## config.mk

```make
export PLATFORM = sky130hd
export DESIGN_NAME = updown_counter_mod
export DESIGN_NICKNAME = d
export VERILOG_FILES = /design/src/rtl/updown_counter_mod.sv
export SDC_FILE = /design/constraint.sdc
export NUM_CORES = 1
export LEC_CHECK = 0
export ABC_AREA = 1
export BUFFER_PORTS_ARGS = -buffer_cell sky130_fd_sc_hd__buf_4
export CAP_MARGIN = 10
export CELL_PAD_IN_SITES_DETAIL_PLACEMENT = 1
export CELL_PAD_IN_SITES_GLOBAL_PLACEMENT = 2
export CORE_ASPECT_RATIO = 0.75
export CORE_MARGIN = 5
export CORE_UTILIZATION = 23
export CTS_CLUSTER_DIAMETER = 40
export DETAILED_ROUTE_END_ITERATION = 8
export PLACE_DENSITY = 0.72
export SLEW_MARGIN = 0
export SYNTH_ARGS = -nofsm -noshare
export SYNTH_HDL_FRONTEND = slang
export SYNTH_SLANG_ARGS = --single-unit
```

## constraint.sdc

```tcl
create_clock -name clk -period 1.98 [get_ports clk]
set_input_delay 0.495 -clock clk [delete_from_list [all_inputs] [get_ports clk]]
set_output_delay 0.495 -clock clk [all_outputs]
set_load 0.02 [all_outputs]
```

## src/rtl/updown_counter_mod.sv

```systemverilog
// -----------------------------------------------------------------------------
// updown_counter_mod
// Parametrised modulo-MOD up/down counter with synchronous parallel load,
// count enable, run-time direction and wrap/saturate boundary mode.
// tc is combinational and flags that this cycle's update crosses a range
// boundary. wrapped is a registered one-cycle pulse after a wrapping update.
//
// Optional feature macro: UDC_STEP_EN
//   defined   -> adds input port 'step' (per-cycle magnitude, clamped to MOD-1)
//   undefined -> step magnitude is the constant 1
//
// All internal arithmetic is N+1 bits wide so MOD = 2**N and count+step
// never truncate before the boundary decision is made.
// -----------------------------------------------------------------------------
module updown_counter_mod #(
   parameter int N       = 8,
   parameter int MOD     = 256,
   parameter int RST_VAL = 0
) (
   input  logic         clk,
   input  logic         reset_n,
   input  logic         en,
   input  logic         up,
   input  logic         sat,
   input  logic         load,
   input  logic [N-1:0] load_val,
`ifdef UDC_STEP_EN
   input  logic [N-1:0] step,
`endif
   output logic [N-1:0] count,
   output logic         tc,
   output logic         wrapped
);

   localparam logic [N:0]   L_MOD = (N+1)'(MOD);
   localparam logic [N:0]   L_MAX = (N+1)'(MOD - 1);
   localparam logic [N-1:0] L_RST = N'(RST_VAL);

   logic [N-1:0] r_count;
   logic         r_wrapped;

   logic [N:0]   w_s;
   logic [N:0]   w_cnt_ext;
   logic [N:0]   w_sum;
   logic [N:0]   w_diff;
   logic [N:0]   w_up_wrap;
   logic [N:0]   w_dn_wrap;
   logic [N:0]   w_next_ext;
   logic [N-1:0] w_load_clamped;
   logic         w_ovf;
   logic         w_unf;
   logic         w_tc;

   // Effective step magnitude for this cycle.
   always_comb begin
`ifdef UDC_STEP_EN
      w_s = ({1'b0, step} >= L_MOD) ? L_MAX : {1'b0, step};
`else
      w_s = (N+1)'(1);
`endif
   end

   assign w_cnt_ext = {1'b0, r_count};
   assign w_sum     = w_cnt_ext + w_s;
   assign w_diff    = w_cnt_ext - w_s;
   assign w_up_wrap = w_sum - L_MOD;
   assign w_dn_wrap = w_cnt_ext + L_MOD - w_s;

   // Boundary detection on the current count and inputs.
   assign w_ovf = up & (w_sum > L_MAX);
   assign w_unf = !up & (w_s > w_cnt_ext);
   assign w_tc  = reset_n & en & !load & (w_ovf | w_unf);

   // Load value is clamped into the legal range rather than wrapped.
   assign w_load_clamped = ({1'b0, load_val} >= L_MOD) ? N'(L_MAX) : load_val;

   // Next count for an enabled (non-load) cycle, applying wrap or saturate.
   always_comb begin
      w_next_ext = w_sum;
      if (up) begin
         if (w_ovf) w_next_ext = sat ? L_MAX : w_up_wrap;
         else       w_next_ext = w_sum;
      end else begin
         if (w_unf) w_next_ext = sat ? '0 : w_dn_wrap;
         else       w_next_ext = w_diff;
      end
   end

   // Count and wrap-pulse registers: reset > load > enable > hold.
   always_ff @(posedge clk) begin
      if (!reset_n) begin
         r_count   <= L_RST;
         r_wrapped <= 1'b0;
      end else if (load) begin
         r_count   <= w_load_clamped;
         r_wrapped <= 1'b0;
      end else if (en) begin
         r_count   <= N'(w_next_ext);
         r_wrapped <= w_tc & !sat;
      end else begin
         r_wrapped <= 1'b0;
      end
   end

   assign count   = r_count;
   assign tc      = w_tc;
   assign wrapped = r_wrapped;

endmodule

```

Yosys cells after proc, flatten, opt, wreduce, memory -nomap -nowiden

Index checks and enable logic that the tools add are counted.

Flip-flop bits (word level): 9
Bits of input ports: 14
Output and inout port bits: 10
Logic and storage cells: 30

$add $sub $neg: 5
$lt $le $gt $ge: 2
Mux-type cells: 7
Bitwise operators: 9
Reduce and logical (&&, ||, !) cells: 5

Operator list:

| kind                | number |
|---|---|
| $mux 8              | 7 |
| $sub 8x1->8 const B | 3 |
| $add 8x1->9 const B | 1 |
| $gt 9x8->1 const B  | 1 |
| $add 8x1->8 const B | 1 |
| $gt 1x8->1 const A  | 1 |
| $and 1x1->1         | 6 |
| $logic_not 1->1     | 3 |
| $reduce_or 3->1     | 1 |
| $not 1->1           | 2 |
| $reduce_bool 2->1   | 1 |
| $or 1x1->1          | 1 |

Logic depth before layout (Yosys ltp)

Gate-level depths: netlist of run 1.

Depth in word-level cells: 7
Mapped depth: 13
Mapped depth without buffers: 13

Worst setup path after synthesis of run 1

OpenSTA, ideal clock, no wires.

Kind: register to output
From: register r_count[0] (netlist: count[0])
To: output tc
Arrival: 1.853 ns
Path slack: -0.368 ns
Cell stages (with the launch flop): 11
Path buffers: 0
Cell sequence: dfxtp_1 inv_2 ha_1 or2_0 nor2_1 nand2_1 nor2_1 nand3_2 nand2_2 nand2_1 a21oi_1

Longest elaborated chain between the ends: 5
Elaborated cells between the ends (all ways): 7
Classes of those cells: 1 x add/sub; 2 x order compare; 4 x bitwise

Ends and longest elaborated chain:

| item                   | RTL line | RTL |
|---|---|---|
| start, declared        | 39       | `logic [N-1:0] r_count;` |
| start signal, assigned | 95       | `r_count <= w_load_clamped;` |
| start signal, assigned | 98       | `r_count <= N'(w_next_ext);` |
| $add 8x1->9            | 64       | `assign w_sum = w_cnt_ext + w_s;` |
| $gt 9x8->1             | 70       | `assign w_ovf = up & (w_sum > L_MAX);` |
| $and 1x1->1            | 70       |  |
| $or 1x1->1 *           | 72       | `assign w_tc = reset_n & en & !load & (w_ovf \| w_unf);` |
| $and 1x1->1 *          | 72       |  |
| end, declared          | 31       | `output logic tc,` |

Mark *: on every way between the ends. The rest lies on a longest branch, timed or not.

Final worst setup path of run 1

Same ends and word-level chain as after synthesis.

==> results of run 1 <==
==> sequential cells by signal (all words and copies together) (netlist names) <==
signal	cells
count	8
wrapped	1
==> kinds of logic after synthesis <==
group	after synthesis
DFF	9
xor gates and xnor gates	6
AOI/OAI and AO/OA	20
adders and majority gates	3
and+or+nand+nor	100
buffers and inverters	22
==> per-stage QoR <==
| stage | util | cells |
|---|---|---|
| after floorplan | - | 160 |
| after global placement | 0.342 | 257 |
| after detailed placement | 0.342 | 257 |
| after CTS | 0.359 | 261 |
| after global routing | 0.360 | 261 |
| final | 0.360 | 261 |
==> routing by layer <==
layer | global-route usage | vias up | share of wire
li1 | - | 605 | -
met2 | 0.247 | 26 | 0.49
met1 | 0.160 | 565 | 0.46
met3 | 0.0351 | 0 | 0.042
met4 | 0.0221 | 0 | 0
met5 | 0 | - | 0
==> report_power, final <==
part / internal (mW) / switching, mW / total (mW) / leakage (nW)
clock network: 0.141 / 0.0797 / 0.221 / 0.0228
registers: 0.197 / 0.0255 / 0.222 / 0.0759
logic: 0.145 / 0.171 / 0.316 / 0.590
total: 0.483 / 0.276 / 0.759 / 0.689
==> worst paths after layout <==
kind	from	end	slack (ns)	cells after the start
max reg2reg	count[2]	count[7]	0.23	12
min reg2reg	count[7]	count[7]	0.54	2
min	sat	wrapped	0.48	2
max	count[0]	tc	-0.26	10
==> worst max-delay path, stage by stage, from the launching register on <==
cell and delay, ns:
sky130_fd_sc_hd__dfxtp_4 0.38, sky130_fd_sc_hd__buf_4 0.15, sky130_fd_sc_hd__nand3_2 0.09, sky130_fd_sc_hd__o21bai_1 0.15
sky130_fd_sc_hd__nand2_1 0.10, sky130_fd_sc_hd__nor2_2 0.14, sky130_fd_sc_hd__nand3_2 0.09, sky130_fd_sc_hd__nand2_2 0.08
sky130_fd_sc_hd__nand2_2 0.07, sky130_fd_sc_hd__a21oi_4 0.12, sky130_fd_sc_hd__buf_6 0.13
==> layout by cell type, fill, tap and decap left out, types with 3 or more instances in the layout <==
master | Yosys | routed
sky130_fd_sc_hd__nand3_2 | 3 | 4
sky130_fd_sc_hd__xor2_1 | 5 | 5
sky130_fd_sc_hd__o21ai_0 | 4 | 4
sky130_fd_sc_hd__a21oi_1 | 11 | 10
sky130_fd_sc_hd__nand2_1 | 44 | 42
sky130_fd_sc_hd__nand4_1 | 5 | 5
sky130_fd_sc_hd__buf_4 | 1 | 44
sky130_fd_sc_hd__inv_1 | 13 | 13
sky130_fd_sc_hd__nand2_2 | 4 | 6
sky130_fd_sc_hd__dfxtp_1 | 9 | 6
sky130_fd_sc_hd__nand3_1 | 14 | 13
sky130_fd_sc_hd__clkbuf_8 | 0 | 3
sky130_fd_sc_hd__nor2_1 | 25 | 24
sky130_fd_sc_hd__nor2_2 | 2 | 3
sky130_fd_sc_hd__inv_2 | 5 | 4
==> repair_timing <==
action                                  in CTS  in global routing
resized for setup                            5                  2
endpoints found under the setup margin       1                  1
setup buffers                                0                  0
endpoints found under the hold margin        0                  0
pin swaps                                    6                  1
==> layout make-up <==
| class | instances | area, um2 |
|---|---|---|
| Clock buffer | 4 | 45.0 |
| Fill cell | 530 | 2550 |
| Inverter | 19 | 73.8 |
| Multi-Input combinational cell | 129 | 713 |
| Sequential cell | 9 | 189 |
| Tap cell | 55 | 68.8 |
| Timing Repair Buffer | 45 | 342 |
==> flow_metrics.tcl, run 1 <==
set metrics [dict create \
    finalWirelength_mm 3.47 \
    dieHeight_um 65.1 \
    floorplan.core_area_um2 3980 \
    tritoncts "yes" \
    power.density_nw_per_um2 530 \
    post_synth_xor_area_fraction 0.0565 \
    worst-setup-path-type "flip-flop to output pin" \
    fin_worst_hold_slack_ns 0.476 \
    outcome "complete, but fails checks" \
    fp.dieArea_um2 5430 \
    power.ir.vdd_worst_uv 223 \
    violations "negative setup slack" \
    netlist-cell-type-count 25 \
    remaining_drc_errors 0 \
    routed_wire_length_per_instance_um 13.3 \
    h-tree-depth 1 \
    post_synth_and_or_nand_nor_area_fraction 0.497 \
    p_leak_nw 0.689 \
    tightest_slew_ns 0.499 \
    grt_remaining_overflow 0 \
    hold_violations 0 \
    post_synth_mux_area_share 0 \
    final.setup.tns_ns -0.256 \
    layout_worst_path_cycle_share 1.13 \
    layout_cells_sized_above_1 0.359 \
    tritoncts.num_buffers 3 \
    synth_area_um2 931 \
    fin_area_um2 1430 \
    clkLatencyLatePin_ns 0.23 \
    clock_tree.root_cell "sky130_fd_sc_hd__clkbuf_8" \
    report.final.slew_viol_count 0 \
    placementRows 20 \
    synth_largest_type_area_fraction 0.194 \
    count_of_vias_placed_by_the_detailed_router 1196 \
    globalplace.congestion 0.774 \
    timing.clock.skew_ns 0.00248 \
    initial_antenna_violation_count 0 \
    timing.final.ws_setup_ns -0.256 \
    first_iter_violations 40 \
    nets 224 \
    ioPinCount 24 \
    cp.arrival_ns 1.74 \
    ys_dominant_reg_cell "sky130_fd_sc_hd__dfxtp_1" \
    required_time_at_the_worst_slack_endpoint_ns 1.48 \
    fmax_mhz 447 \
    yosysMostFrequentCell "sky130_fd_sc_hd__nand2_1" \
    syn_area_per_cell_um2 5.82 \
    initial_core_util 0.234 \
    die_width_um 83.5 \
    grt_usage 0.134 \
    vias_in_the_first_global_route 1262 \
    dr.pass1.iters 4 \
    clock-sinks 9 \
    post-place-ws_ns -0.114 \
    synthesis.nets 177 \
    synth_edf_count 0 \
    grt_start_max_net_pins 15 \
    cp-start-kind "flip-flop" \
    cp_max_fo 5 \
    hpwlAfterDp_mm 2.96 \
    synth_compound_gate_area_share 0.120 \
    grt_pass1_wl_mm 5.77 \
    port_buffers 23 \
    flow.area_growth_from_synthesis_pct 53.8 \
    worst_slew_margin_rel 0.666 \
    viasPerCell 4.58 \
    synth_adder_area_share 0.0403 \
    maxCapViolations 0 \
    ys_ff_latch 9 \
    setup_viol 1 \
    clock_tree.buffer_depth 2 \
    synth_top_family_by_area "simple AND/OR/NAND/NOR gates" \
    antenna_left 0 \
    clkSlewWorstSetupHoldPaths_ns 0.05 \
    antenna-diode-count 0 \
    finalWorstPathRequiredPeriod_ns 2.24 \
    number_of_standard_cells_after_synthesis 160 \
    power_uw 759 \
    synth.top_cells.by_area "sky130_fd_sc_hd__dfxtp_1 19%, sky130_fd_sc_hd__nand2_1 18%, sky130_fd_sc_hd__nor2_1 10%" \
    yosys_warnings 0 \
    async_set_or_reset_flop_fraction_in_the_synthesized_netlist 0 \
    postCtsHoldBufs 0 \
    synth.cells.most_frequent "44 x sky130_fd_sc_hd__nand2_1, 25 x sky130_fd_sc_hd__nor2_1, 14 x sky130_fd_sc_hd__nand3_1" \
    postPlaceCellArea_um2 1360 \
    synth_sequential_area_ratio 0.194 \
    timing.critical_path.to_type "output pin" \
    yosys.area.top_type "sky130_fd_sc_hd__dfxtp_1" \
    holdCritPathClass "input pin to flip-flop" \
    rsz_0062_raised_after_global_routing "yes" \
]
(Power assumes the default switching activity.)
==> inputs of run 2 (changes only) <==
--- a/config.mk
+++ b/config.mk
@@ -16,6 +16,7 @@
 export CTS_CLUSTER_DIAMETER = 40
 export DETAILED_ROUTE_END_ITERATION = 8
 export PLACE_DENSITY = 0.72
+export SETUP_SLACK_MARGIN = 0.3
 export SLEW_MARGIN = 0
 export SYNTH_ARGS = -nofsm -noshare
 export SYNTH_HDL_FRONTEND = slang
==> constraint.sdc (replaced) <==
create_clock -name clk -period 1.98 [get_ports clk]
set_input_delay 0 -clock clk [delete_from_list [all_inputs] [get_ports clk]]
set_output_delay 0 -clock clk [all_outputs]
set_load 0.02 [all_outputs]
==> flow_metrics.tcl, run 2 (same netlist as run 1, synthesis figures left out) <==
set metrics [dict create \
    outcome "finished, final reports clean" \
    tritoncts "yes" \
    holdCritPathClass "input pin to flip-flop" \
    hpwlAfterDp_mm 2.66 \
    timing.clock.skew_ns 0.00231 \
    path_delay_family "simple AND/OR/NAND/NOR gates" \
    clkLatencyLatePin_ns 0.23 \
    fmax_mhz 537 \
    dieHeight_um 65.1 \
    critPathSlowestCell "sky130_fd_sc_hd__dfxtp_4" \
    ioPinCount 24 \
    tritoncts.num_buffers 3 \
    setup_viol 0 \
    antenna_left 0 \
    crit_top_cell "sky130_fd_sc_hd__nand2_2" \
    grt_usage 0.132 \
    layout.core_utilization 0.355 \
    required_time_at_the_worst_slack_endpoint_ns 2.13 \
    cp.arrival_ns 2.02 \
    fin_worst_hold_slack_ns 0.112 \
    floorplan.core_area_um2 3980 \
    most_frequent_standard_cell_in_the_layout_excluding_fill_and_tap_cells "sky130_fd_sc_hd__nand2_1" \
    worst_slew_margin_rel 0.664 \
    clock_tree.root_cell "sky130_fd_sc_hd__clkbuf_8" \
    worst-setup-path-type "flip-flop to flip-flop" \
    rsz_0062_raised_after_global_routing "yes" \
    port_buffers 23 \
    critical_path.cell_chain "inv_4, ha_4, or2_0, nor2_1, nand2_1, nor2_2, nand3_2, nand2_2, buf_6, nand3_4, nand2_2, nand2_2, a21oi_2" \
    h-tree-depth 1 \
    power.ir.vdd_worst_uv 328 \
    tightest_slew_ns 0.501 \
    layout_worst_path_cycle_share 0.941 \
    final.setup.tns_ns 0 \
    viasPerCell 4.60 \
    count_of_vias_placed_by_the_detailed_router 1149 \
    vias_in_the_first_global_route 1183 \
    worstPathBufferInverterCount 2 \
    routed_wire_length_per_instance_um 14.1 \
    grt_remaining_overflow 0 \
    report.final.slew_viol_count 0 \
    cp_max_fo 8 \
    antenna-diode-count 0 \
    placementRows 20 \
    finalWirelength_mm 3.54 \
    hold_violations 0 \
    cp-start-kind "flip-flop" \
    die_width_um 83.5 \
    finalWorstPathRequiredPeriod_ns 1.86 \
    grt_pass1_wl_mm 5.76 \
    power.density_nw_per_um2 538 \
    clock-sinks 9 \
    clock_tree.buffer_depth 2 \
    dr.pass1.iters 4 \
    grt_start_max_net_pins 16 \
    max_ffs_per_register 8 \
    initial_core_util 0.234 \
    worst_path_largest_cell_delay_ns 0.39 \
    p_leak_nw 0.645 \
    remaining_drc_errors 0 \
    layout_cells_sized_above_1 0.385 \
    initial_antenna_violation_count 0 \
    fp.dieArea_um2 5430 \
    timing.critical_path.to_type "flip-flop" \
    flow.area_growth_from_synthesis_pct 51.9 \
    globalplace.congestion 0.839 \
    final_cell_mix "36 x sky130_fd_sc_hd__nand2_1, 30 x sky130_fd_sc_hd__buf_4, 22 x sky130_fd_sc_hd__nor2_1" \
    nets 213 \
    first_iter_violations 49 \
    maxCapViolations 0 \
    clkSlewWorstSetupHoldPaths_ns 0.05 \
]
## run 2: through the flow
stage / total power [mW] / std cells / setup WS (ns) / cell area, um2
after floorplan: 0.393 / 160 / 0.317 / 937
after global placement: 0.490 / 237 / 0.150 / 1180
after detailed placement: 0.493 / 237 / 0.139 / 1180
after CTS: 0.745 / 247 / 0.138 / 1350
after global routing: 0.816 / 250 / 0.00977 / 1410
final: 0.761 / 250 / 0.117 / 1410
## run 2: final timing paths
check	start	endpoint	slack, ns	depth (start not counted)
worst max-delay path	count[0]	count[0]	0.12	13
worst min-delay path	load_val[0]	count[0]	0.11	3
worst max register to register	count[0]	count[0]	0.12	13
worst min register to register	count[7]	count[7]	0.54	2
## run 2: worst register-to-register path: cells and delay by family, from the launching register on
family / cells / cell delay, ns
AOI/OAI and AO/OA: 1 / 0.15
and+or+nand+nor: 9 / 0.95
DFF: 1 / 0.39
buffers and inverters: 2 / 0.16
adders and majority gates: 1 / 0.14
## run 2: metal layers
layer | share of wire | track usage
met5 | 0 | 0
met4 | 0.0034 | 0.0241
met3 | 0.026 | 0.0251
met2 | 0.46 | 0.216
met1 | 0.51 | 0.183
## run 2: layout make-up
type / instances / area, um2
fill: 528 / 2560
inverter: 19 / 73.8
timing repair buffer: 34 / 278
clock buffer: 4 / 45.0
sequential: 9 / 189
tap: 55 / 68.8
multi-input combinational: 129 / 759
## run 2: repair_timing
item / 4_1_cts / 5_1_grt
buffers inserted: 5 / 3
pin swaps: 8 / 13
hold buffers: 1 / 0
setup endpoints to repair: 10 / 10
endpoints found under the hold margin: 1 / 0
gates resized for setup: 17 / 11
## run 2: power by group
part           switching [mW]  internal, mW  leakage [nW]
combinational           0.179         0.135         0.546
clock                  0.0762         0.141        0.0228
sequential             0.0323         0.197        0.0759
==> inputs of run 3 (changes only) <==
--- a/config.mk
+++ b/config.mk
@@ -5,14 +5,13 @@
 export SDC_FILE = /design/constraint.sdc
 export NUM_CORES = 1
 export LEC_CHECK = 0
-export ABC_AREA = 1
 export BUFFER_PORTS_ARGS = -buffer_cell sky130_fd_sc_hd__buf_4
 export CAP_MARGIN = 10
 export CELL_PAD_IN_SITES_DETAIL_PLACEMENT = 1
 export CELL_PAD_IN_SITES_GLOBAL_PLACEMENT = 2
 export CORE_ASPECT_RATIO = 0.75
 export CORE_MARGIN = 5
-export CORE_UTILIZATION = 23
+export CORE_UTILIZATION = 26
 export CTS_CLUSTER_DIAMETER = 40
 export DETAILED_ROUTE_END_ITERATION = 8
 export PLACE_DENSITY = 0.72
==> flow_metrics.tcl, run 3 <==
set metrics [dict create \
    nets 190 \
    multiInputGateArea_um2 801 \
    worst_path_largest_cell_delay_ns 0.51 \
    path_delay_family "compound AO/OA/AOI/OAI gates" \
    vias_in_the_first_global_route 1275 \
    tritoncts "yes" \
    synth.cells.most_frequent "10 x sky130_fd_sc_hd__a21oi_1, 9 x sky130_fd_sc_hd__dfxtp_1, 9 x sky130_fd_sc_hd__nand2_1" \
    grt_pass1_wl_mm 6.31 \
    first_iter_violations 53 \
    synthesis.nets 145 \
    max_ffs_per_register 8 \
    layout.core_utilization 0.449 \
    worstPathBufferInverterCount 1 \
    cp-start-kind "flip-flop" \
    yosysMostFrequentCell "sky130_fd_sc_hd__a21oi_1" \
    grt_remaining_overflow 0 \
    n_fill_cell 410 \
    synth_sequential_area_ratio 0.192 \
    ys_dominant_reg_cell "sky130_fd_sc_hd__dfxtp_1" \
    power_switching_share 0.362 \
    yosys_warnings 0 \
    async_set_or_reset_flop_fraction_in_the_synthesized_netlist 0 \
    final_cells 212 \
    violations "negative setup slack" \
    clkSlewWorstSetupHoldPaths_ns 0.05 \
    antenna_left 0 \
    worst_slew_margin_rel 0.723 \
    fmax_mhz 496 \
    ys_ff_latch 9 \
    power.ir.vdd_worst_uv 219 \
    p_leak_nw 0.589 \
    syn_area_per_cell_um2 7.33 \
    ioPinCount 24 \
    synth_edf_count 0 \
    flow.area_growth_from_synthesis_pct 61.5 \
    timing.clock.skew_ns 0.000997 \
    hold_violations 0 \
    post-place-ws_ns 0.00213 \
    r2r_cells 7 \
    remaining_drc_errors 0 \
    finalWorstPathRequiredPeriod_ns 2.02 \
    globalplace.congestion 0.824 \
    die_width_um 79.4 \
    grt_usage 0.166 \
    fin_worst_hold_slack_ns 0.0383 \
    synth_area_um2 938 \
    holdPathStages 3 \
    power.switching_uw 289 \
    dr.pass1.iters 4 \
    layout_worst_path_cycle_share 1.02 \
    required_time_at_the_worst_slack_endpoint_ns 2.10 \
    initial_core_util 0.278 \
    critPathSlowestCell "sky130_fd_sc_hd__or4b_4" \
    dp_cells 198 \
    rsz_0062_raised_after_global_routing "yes" \
    power.sequential.fraction 0.276 \
    timing.final.ws_setup_ns -0.0365 \
    cp_max_fo 6 \
    clock_tree.root_cell "sky130_fd_sc_hd__clkbuf_8" \
    ff_latch_area_um2 189 \
    timing.critical_path.to_type "flip-flop" \
    clkLatencyLatePin_ns 0.24 \
    placementRows 18 \
    hp-start "load_val[0]" \
    netlist-cell-type-count 44 \
    layout_cells_sized_above_1 0.465 \
    p_int_uw 509 \
    dieHeight_um 62.0 \
    final_cell_mix "49 x sky130_fd_sc_hd__buf_4, 8 x sky130_fd_sc_hd__nand2_1, 8 x sky130_fd_sc_hd__nor2_1, 8 x sky130_fd_sc_hd__nand2b_1, 7 x sky130_fd_sc_hd__o311ai_0" \
    tritoncts.num_buffers 3 \
    p_clk_frac 0.289 \
    postPlaceCellArea_um2 1300 \
    power_uw 798 \
    synth.top_cells.by_area "sky130_fd_sc_hd__dfxtp_1 19%, sky130_fd_sc_hd__o311ai_0 7.5%, sky130_fd_sc_hd__a21oi_1 5.3%" \
    holdCritPathClass "input pin to flip-flop" \
    hold-path-endpoint "count[0]" \
    port_buffers 23 \
    clock-sinks 9 \
    outcome "complete, but fails checks" \
    final.setup.tns_ns -0.0481 \
    setup.reg_to_reg.worst_slack_ns -0.04 \
    r2r_start "count[0]" \
    number_of_standard_cells_after_synthesis 128 \
    worst-setup-path-type "flip-flop to flip-flop" \
    maxCapViolations 0 \
    grt_start_max_net_pins 23 \
    worstReg2RegEnd "count[5]" \
    finalWirelength_mm 3.83 \
    fp.dieArea_um2 4920 \
    tightest_slew_ns 0.410 \
    critical_path.cell_chain "inv_4, ha_4, or4b_4, o21ba_4, a221o_1, mux2i_1, a21oi_1" \
    floorplan.core_area_um2 3380 \
    yosys.area.top_type "sky130_fd_sc_hd__dfxtp_1" \
    viasPerCell 5.71 \
    routed_wire_length_per_instance_um 18.1 \
    report.final.slew_viol_count 0 \
    power.density_nw_per_um2 527 \
    cp.arrival_ns 2.13 \
    count_of_vias_placed_by_the_detailed_router 1210 \
    most_frequent_standard_cell_in_the_layout_excluding_fill_and_tap_cells "sky130_fd_sc_hd__buf_4" \
    hpwlAfterDp_mm 2.81 \
    antenna-diode-count 0 \
    pwr-share-comb 0.435 \
    fin_area_um2 1520 \
    clock_tree.buffer_depth 2 \
    synth_largest_type_area_fraction 0.192 \
    h-tree-depth 1 \
    initial_antenna_violation_count 0 \
    setup_viol 2 \
]
-- run 3: logic make-up after synthesis --
kind of cell | count (synthesis) | synth area share
DFF | 9 | 0.192
muxes | 3 | 0.0320
and+or+nand+nor | 45 | 0.263
buffers and inverters | 15 | 0.0680
xor gates and xnor gates | 1 | 0.00934
adders and majority gates | 3 | 0.0400
AOI/OAI and AO/OA | 52 | 0.396
-- run 3: worst max path at each step --
stage	slack (ns)	end	from	depth (start not counted)
global placement	0.009	count[1]	count[4]	5
CTS	-0.04	tc	count[0]	9
global route	-0.11	tc	count[0]	9
finish	-0.04	count[5]	count[0]	7
floorplan	-0.11	count[5]	count[0]	9
detailed placement	0.002	count[5]	count[1]	7
-- run 3: worst min-delay path: stages --
cell	delay, ns
sky130_fd_sc_hd__buf_4	0.08
sky130_fd_sc_hd__mux2i_1	0.06
sky130_fd_sc_hd__a21boi_1	0.11
-- run 3: power groups by stage --
stage | clock (mW) | combinational, mW | sequential, mW
after floorplan | 0 | 0.165 | 0.232
after global placement | 0 | 0.278 | 0.223
after detailed placement | 0 | 0.286 | 0.224
after CTS | 0.231 | 0.322 | 0.219
after global routing | 0.240 | 0.380 | 0.223
final | 0.231 | 0.347 | 0.220
-- run 3: what timing repair did --
item                                   CTS  global route
hold buffers                             1             0
gates resized for setup                  9            11
buffers inserted                         7             2
pin swaps                               11             8
endpoints found under the hold margin    1             0
setup endpoints to repair               10            10
-- run 3: layout make-up --
cell class                 count  area share
inverter                       2     0.00661
tap                           40      0.0330
multi-input combinational    104       0.528
clock buffer                   4      0.0297
timing repair buffer          53       0.277
sequential                     9       0.125
-- run 3: routing by layer --
metal	vias to the layer above	wire, um	GRT usage
met4	0	29	0.0343
li1	587	-	-
met5	-	0	0
met2	22	1840	0.293
met3	2	132	0.0303
met1	599	1830	0.218
